--- config.mk ---
export PLATFORM = sky130hd
export DESIGN_NAME = keypad_scanner
export DESIGN_NICKNAME = d
export VERILOG_FILES = /design/src/rtl/keypad_scanner.sv
export SDC_FILE = /design/constraint.sdc
export NUM_CORES = 1
export LEC_CHECK = 0
export CAP_MARGIN = 0
export CORE_ASPECT_RATIO = 2
export CORE_MARGIN = 10
export CORE_UTILIZATION = 40
export CTS_CLUSTER_DIAMETER = 200
export CTS_CLUSTER_SIZE = 24
export DETAILED_ROUTE_END_ITERATION = 6
export GPL_ROUTABILITY_DRIVEN = 0
export PLACE_DENSITY = 0.66
export SLEW_MARGIN = 10
export SYNTH_ARGS = -nofsm -noshare
export SYNTH_HDL_FRONTEND = slang
export SYNTH_SLANG_ARGS = --single-unit
export TNS_END_PERCENT = 10
--- constraint.sdc ---
create_clock -name clk -period 6.4 [get_ports clk]
set_input_delay 1.28 -clock clk [delete_from_list [all_inputs] [get_ports clk]]
set_output_delay 1.28 -clock clk [all_outputs]
set_load 0.01 [all_outputs]
--- src/rtl/keypad_scanner.sv ---
// 4x4 active-low matrix keypad scanner with frame-based debounce.
// One column is strobed per scan tick; a key is accepted or released after STABLE_FRAMES identical frames.
module keypad_scanner #(
    parameter int SCAN_DIV      = 50000,
    parameter int STABLE_FRAMES = 3
) (
    input  logic       clk,
    input  logic       reset_n,
    input  logic [3:0] row_in,
    output logic [3:0] col_out,
    output logic       key_vaild,
    output logic [3:0] key_code
);
    localparam int               DIV_W    = (SCAN_DIV > 1) ? $clog2(SCAN_DIV) : 1;
    localparam logic [DIV_W-1:0] DIV_LAST = DIV_W'(SCAN_DIV - 1);
    localparam logic [3:0]       STABLE_N = 4'(STABLE_FRAMES);

    typedef enum logic [1:0] {IDLE, CAND, PRESSED, REL} state_t;

    logic [3:0]       row_s1_q, row_s1_d;
    logic [3:0]       row_s2_q, row_s2_d;
    logic [DIV_W-1:0] div_q, div_d;
    logic [1:0]       col_idx_q, col_idx_d;
    logic [3:0]       col_out_q, col_out_d;
    logic [1:0]       hit_cnt_q, hit_cnt_d;
    logic [3:0]       first_code_q, first_code_d;
    logic             frame_vld_q, frame_vld_d;
    logic             frame_single_q, frame_single_d;
    logic [3:0]       frame_code_q, frame_code_d;
    state_t           state_q, state_d;
    logic [3:0]       cnt_q, cnt_d;
    logic [3:0]       cand_q, cand_d;
    logic             key_vaild_q, key_vaild_d;
    logic [3:0]       key_code_q, key_code_d;

    logic       tick;
    logic [3:0] row_hits;
    logic [2:0] tick_hits;
    logic [2:0] hit_sum;
    logic [1:0] first_row;
    logic [3:0] code_now;
    logic [3:0] cnt_inc;
    logic       same_key;

    // Scan divider, column strobe and per-frame hit accumulation
    always_comb begin
        row_s1_d       = row_in;
        row_s2_d       = row_s1_q;
        tick           = (div_q == DIV_LAST);
        div_d          = tick ? '0 : div_q + DIV_W'(1);
        col_idx_d      = col_idx_q;
        col_out_d      = col_out_q;
        hit_cnt_d      = hit_cnt_q;
        first_code_d   = first_code_q;
        frame_vld_d    = 1'b0;
        frame_single_d = frame_single_q;
        frame_code_d   = frame_code_q;

        row_hits  = ~row_s2_q;
        tick_hits = {2'b00, row_hits[0]} + {2'b00, row_hits[1]}
                  + {2'b00, row_hits[2]} + {2'b00, row_hits[3]};
        hit_sum   = {1'b0, hit_cnt_q} + tick_hits;

        if (row_hits[0])      first_row = 2'd0;
        else if (row_hits[1]) first_row = 2'd1;
        else if (row_hits[2]) first_row = 2'd2;
        else                  first_row = 2'd3;

        // Only the earliest hit in scan order is kept as the frame's candidate code
        if (hit_cnt_q == 2'd0 && row_hits != 4'b0000) code_now = {first_row, col_idx_q};
        else                                          code_now = first_code_q;

        if (tick) begin
            col_idx_d = col_idx_q + 2'd1;
            col_out_d = ~(4'b0001 << col_idx_d);
            if (col_idx_q == 2'd3) begin
                frame_vld_d    = 1'b1;
                frame_single_d = (hit_sum == 3'd1);
                frame_code_d   = code_now;
                hit_cnt_d      = 2'd0;
                first_code_d   = 4'd0;
            end else begin
                hit_cnt_d    = (hit_sum >= 3'd2) ? 2'd2 : hit_sum[1:0];
                first_code_d = code_now;
            end
        end
    end

    // Debounce FSM, stepped once per completed frame
    always_comb begin
        state_d     = state_q;
        cnt_d       = cnt_q;
        cand_d      = cand_q;
        key_vaild_d = key_vaild_q;
        key_code_d  = key_code_q;
        cnt_inc     = cnt_q + 4'd1;
        same_key    = frame_single_q && (frame_code_q == key_code_q);

        if (frame_vld_q) begin
            case (state_q)
                IDLE: begin
                    if (frame_single_q) begin
                        cand_d = frame_code_q;
                        cnt_d  = 4'd1;
                        if (STABLE_FRAMES == 1) begin
                            state_d     = PRESSED;
                            key_code_d  = frame_code_q;
                            key_vaild_d = 1'b1;
                        end else begin
                            state_d = CAND;
                        end
                    end
                end
                CAND: begin
                    if (!frame_single_q) begin
                        state_d = IDLE;
                    end else if (frame_code_q == cand_q) begin
                        cnt_d = cnt_inc;
                        if (cnt_inc >= STABLE_N) begin
                            state_d     = PRESSED;
                            key_code_d  = cand_q;
                            key_vaild_d = 1'b1;
                        end
                    end else begin
                        cand_d = frame_code_q;
                        cnt_d  = 4'd1;
                    end
                end
                PRESSED: begin
                    if (!same_key) begin
                        if (STABLE_FRAMES == 1) begin
                            state_d     = IDLE;
                            key_vaild_d = 1'b0;
                        end else begin
                            state_d = REL;
                            cnt_d   = 4'd1;
                        end
                    end
                end
                REL: begin
                    if (same_key) begin
                        state_d = PRESSED;
                    end else begin
                        cnt_d = cnt_inc;
                        if (cnt_inc >= STABLE_N) begin
                            state_d     = IDLE;
                            key_vaild_d = 1'b0;
                        end
                    end
                end
                default: state_d = IDLE;
            endcase
        end
    end

    always_ff @(posedge clk or negedge reset_n) begin
        if (!reset_n) begin
            row_s1_q       <= 4'b1111;
            row_s2_q       <= 4'b1111;
            div_q          <= '0;
            col_idx_q      <= 2'd0;
            col_out_q      <= 4'b1110;
            hit_cnt_q      <= 2'd0;
            first_code_q   <= 4'd0;
            frame_vld_q    <= 1'b0;
            frame_single_q <= 1'b0;
            frame_code_q   <= 4'd0;
            state_q        <= IDLE;
            cnt_q          <= 4'd0;
            cand_q         <= 4'd0;
            key_vaild_q    <= 1'b0;
            key_code_q     <= 4'd0;
        end else begin
            row_s1_q       <= row_s1_d;
            row_s2_q       <= row_s2_d;
            div_q          <= div_d;
            col_idx_q      <= col_idx_d;
            col_out_q      <= col_out_d;
            hit_cnt_q      <= hit_cnt_d;
            first_code_q   <= first_code_d;
            frame_vld_q    <= frame_vld_d;
            frame_single_q <= frame_single_d;
            frame_code_q   <= frame_code_d;
            state_q        <= state_d;
            cnt_q          <= cnt_d;
            cand_q         <= cand_d;
            key_vaild_q    <= key_vaild_d;
            key_code_q     <= key_code_d;
        end
    end

    assign col_out   = col_out_q;
    assign key_vaild = key_vaild_q;
    assign key_code  = key_code_q;

endmodule

==> impl_results.md <==
* Status: finished clean
* Final Max Tran Viols at 0
* Root Driver: clkbuf_16
* Design Power at 0.8446 mW
* Worst vdd ir at 0.1799 mV
* Worst-Margin Slew at about 0.7 ns
* Worst r2r dst: hit_cnt_q[0]
* CTS resizes at 0
* Htree depth at 3
* CTS tree: done
* Unrepaired setup endpoints after global routing: no
* Final HPWL DP at 3444 µm
* Clock Skews at 0.008248 ns
* Cell depth of the worst setup path at 1
* Overflow after GRT at 0
* Slowest-stage cell, CP: clkdlybuf4s50_1
* Fraction of layout cells with a size suffix above 1 at 18.53%
* Starting Density at approximately two fifths
* Worst rel slew slack at 53.12%
* Reg-to-reg startpoint: hit_cnt_q[0]
* Max cap viols at 0
* Pin count of the biggest net entering global routing at 58
* Top reg by flops: div_q
* Net Sw Frac at between 10% and 20%
* Final net count at 271
* ANT cells at 0
* Worst Hold Path Cells at 0
* Hold_buf cts at 0
* CP delay by family, top: buffers and inverters
* Syn Inst Count at 231
* Max reg flops at 16
* Logic gate share of total power at 2.0%
* Antenna violations before repair at 0
* WP buf/inv at 1
* Worst EP arrival at 1.38 ns
* Crit path cell chain: clkdlybuf4s50_1
* Leakage at approximately 1.5 nW
* Via count at 1716
* Die Y at around 140 µm
* Crit. End Element: output pin
* FF-to-FF path depth at 9
* Data required, critical path at 5.12 ns
* Tmin final at 2.656 ns
* Avg Vias per Cell at 4.945
* Fin crit share at 41.50%
* # DRC at 0
* Worst min-delay path class: reg2reg
* Core Rows at 42
* IO Port Bufs at 14
* Setup violations, final at 0
* Internal power at just under 0.7 mW
* FF-to-FF setup slack at 3.91 ns
* Final hold vios at 0
* # IOs at 15
* Netlist cell types at 46
* Routed WL at 4669 µm
* Fmax at 376.5 MHz
* Setup TNS at 0 ns
* First-pass GRT wire length at ~8400 µm
* Pre-antenna DRT Iters at 4
* Commonest cells after routing, fill and taps aside: 46 x dfrtp_1, 21 x nand2_1, 19 x nor2_1
* Core area at 6569 µm²
* HP Start: row_s1_q[1]
* Syn Area/Cell at around 12 µm²
* Crit Path Max Fanout at 2
* Sequential-to-total area share from yosys stat at between 50% and 60%
* Crit-path max cell delay at 0.53 ns
* Vias in the first global route at 1819
* Hold worst-path end: row_s2_q[1]
* Most common cell after layout, fill and taps aside: dfrtp_1
* Switching Power at 0.1635 mW
* TritonCTS Buffers at 9
* Mapped Area at 2660 µm²
* Layout area overhead at 19.66%
* Synthesized Nets at 248
* Startpoint types: flip-flop
* CTS Sinks at 57
* GRT Total Usage at approximately a tenth
* Die X-Extent at 77.67 µm
* Critical path class: reg2out
* Flops & latches, synth at 57
* Worst-path clk slew at 0.05 ns
* DRT antenna net count at 0
* Die area at roughly 11000 µm²
* Clock Path Buffers at 2
* Yosys warning count at 0
* Post-CTS setup buffers at 0
* 1st-iter DRT viols at 74
* WL/cell at between 10 and 15 µm
* Cell area power density at 265.3 nW/µm²
* Register share of total power at 43.5%
* Clk Latency, worst-skew pair at between 0.3 and 0.4 ns
* Clock share of power at 54.5%
[worst max path at each step]
stage | end | from | slack (ns)
finish | col_out[2] | col_out[2] | 3.74
global route | col_out[2] | col_out[2] | 3.71
CTS | col_out[2] | col_out[2] | 3.72
detailed placement | hit_cnt_q[0] | hit_cnt_q[0] | 3.93
global placement | hit_cnt_q[0] | hit_cnt_q[0] | 4.01
floorplan | hit_cnt_q[0] | row_s2_q[0] | 4.07
[routing by layer]
layer	vias up	part of all wire, %	track usage (%)
li1	836	-	-
met1	846	36	9.684
met2	22	57	17.89
met3	12	3.5	3.657
met4	0	2.8	6.224
met5	-	0	0
[layout make-up]
class	count	area, µm²
inverters	15	56.30
clock inverters	3	40.04
repair buffers	15	142.6
clock buffers	13	250.2
well taps	88	110.1
multi-input cells	156	1144
flip-flops and latches	57	1440
fillers	614	3386
[synthesized netlist by cell type, drive strengths merged]
library cell | n | area share (%)
buf | 2 | 0.61
nand2b | 1 | 0.52
and4bb | 1 | 0.47
or2 | 1 | 0.24
o41ai | 1 | 0.33
nor3b | 1 | 0.28
nor3 | 2 | 0.38
a22o | 5 | 1.6
and2 | 1 | 0.24
clkbuf | 1 | 0.14
and4 | 1 | 0.33
fa | 3 | 2.3
a22oi | 1 | 0.28
nand2 | 22 | 3.4
or3 | 1 | 0.24
nor4 | 2 | 1.0
o22ai | 1 | 0.24
ha | 8 | 3.8
nand3 | 9 | 1.7
inv | 15 | 2.1
and3 | 3 | 0.71
o31ai | 2 | 0.56
nor4b | 1 | 0.56
xnor2 | 10 | 3.3
a21oi | 4 | 0.75
a21o | 1 | 0.28
nand4 | 4 | 1.5
dfrtp | 46 | 43
nor2 | 19 | 2.7
a31o | 1 | 0.33
xor2 | 14 | 4.6
nor2b | 4 | 0.94
o22a | 1 | 0.38
a2bb2oi | 1 | 0.33
a41oi | 1 | 0.61
mux2 | 10 | 4.2
nor4bb | 1 | 0.38
o21ai | 18 | 3.5
dfstp | 11 | 11
[cell families (layout without fill, tap and decap cells)]
family	count (synthesis)	after routing	synth area share, %
flip-flops	57	57	54.14
buffers and inverters	18	46	2.869
AND/OR/NAND/NOR	74	74	15.57
XOR/XNOR	24	24	7.902
multiplexers	10	10	4.233
adder cells (fa/ha/maj)	11	11	6.021
AO/OA/AOI/OAI	37	37	9.267
[power groups by stage]
| stage | combinational [mW] | sequential (mW) | clock [mW] |
|---|---|---|---|
| 4_1_cts | 0.0177 | 0.367 | 0.474 |
| 3_3_place_gp | 0.0173 | 0.373 | 0 |
| 3_5_place_dp | 0.0177 | 0.373 | 0 |
| 5_1_grt | 0.0202 | 0.367 | 0.487 |
| 6_report | 0.0169 | 0.367 | 0.461 |
| 2_1_floorplan | 0.00552 | 0.373 | 0 |
[stage by stage]
stage	utilization, %	cells	worst slack (ns)	hold WS (ns)	instance area, µm²
2_1_floorplan	-	231	4.069	0.3452	2660
3_3_place_gp	44.04	331	4.008	0.3468	2893
3_5_place_dp	44.04	331	3.928	0.3470	2893
4_1_cts	48.46	347	3.718	0.3539	3183
5_1_grt	48.46	347	3.709	0.3589	3183
6_report	48.46	347	3.744	0.3536	3183
(Power assumes the default switching activity.)
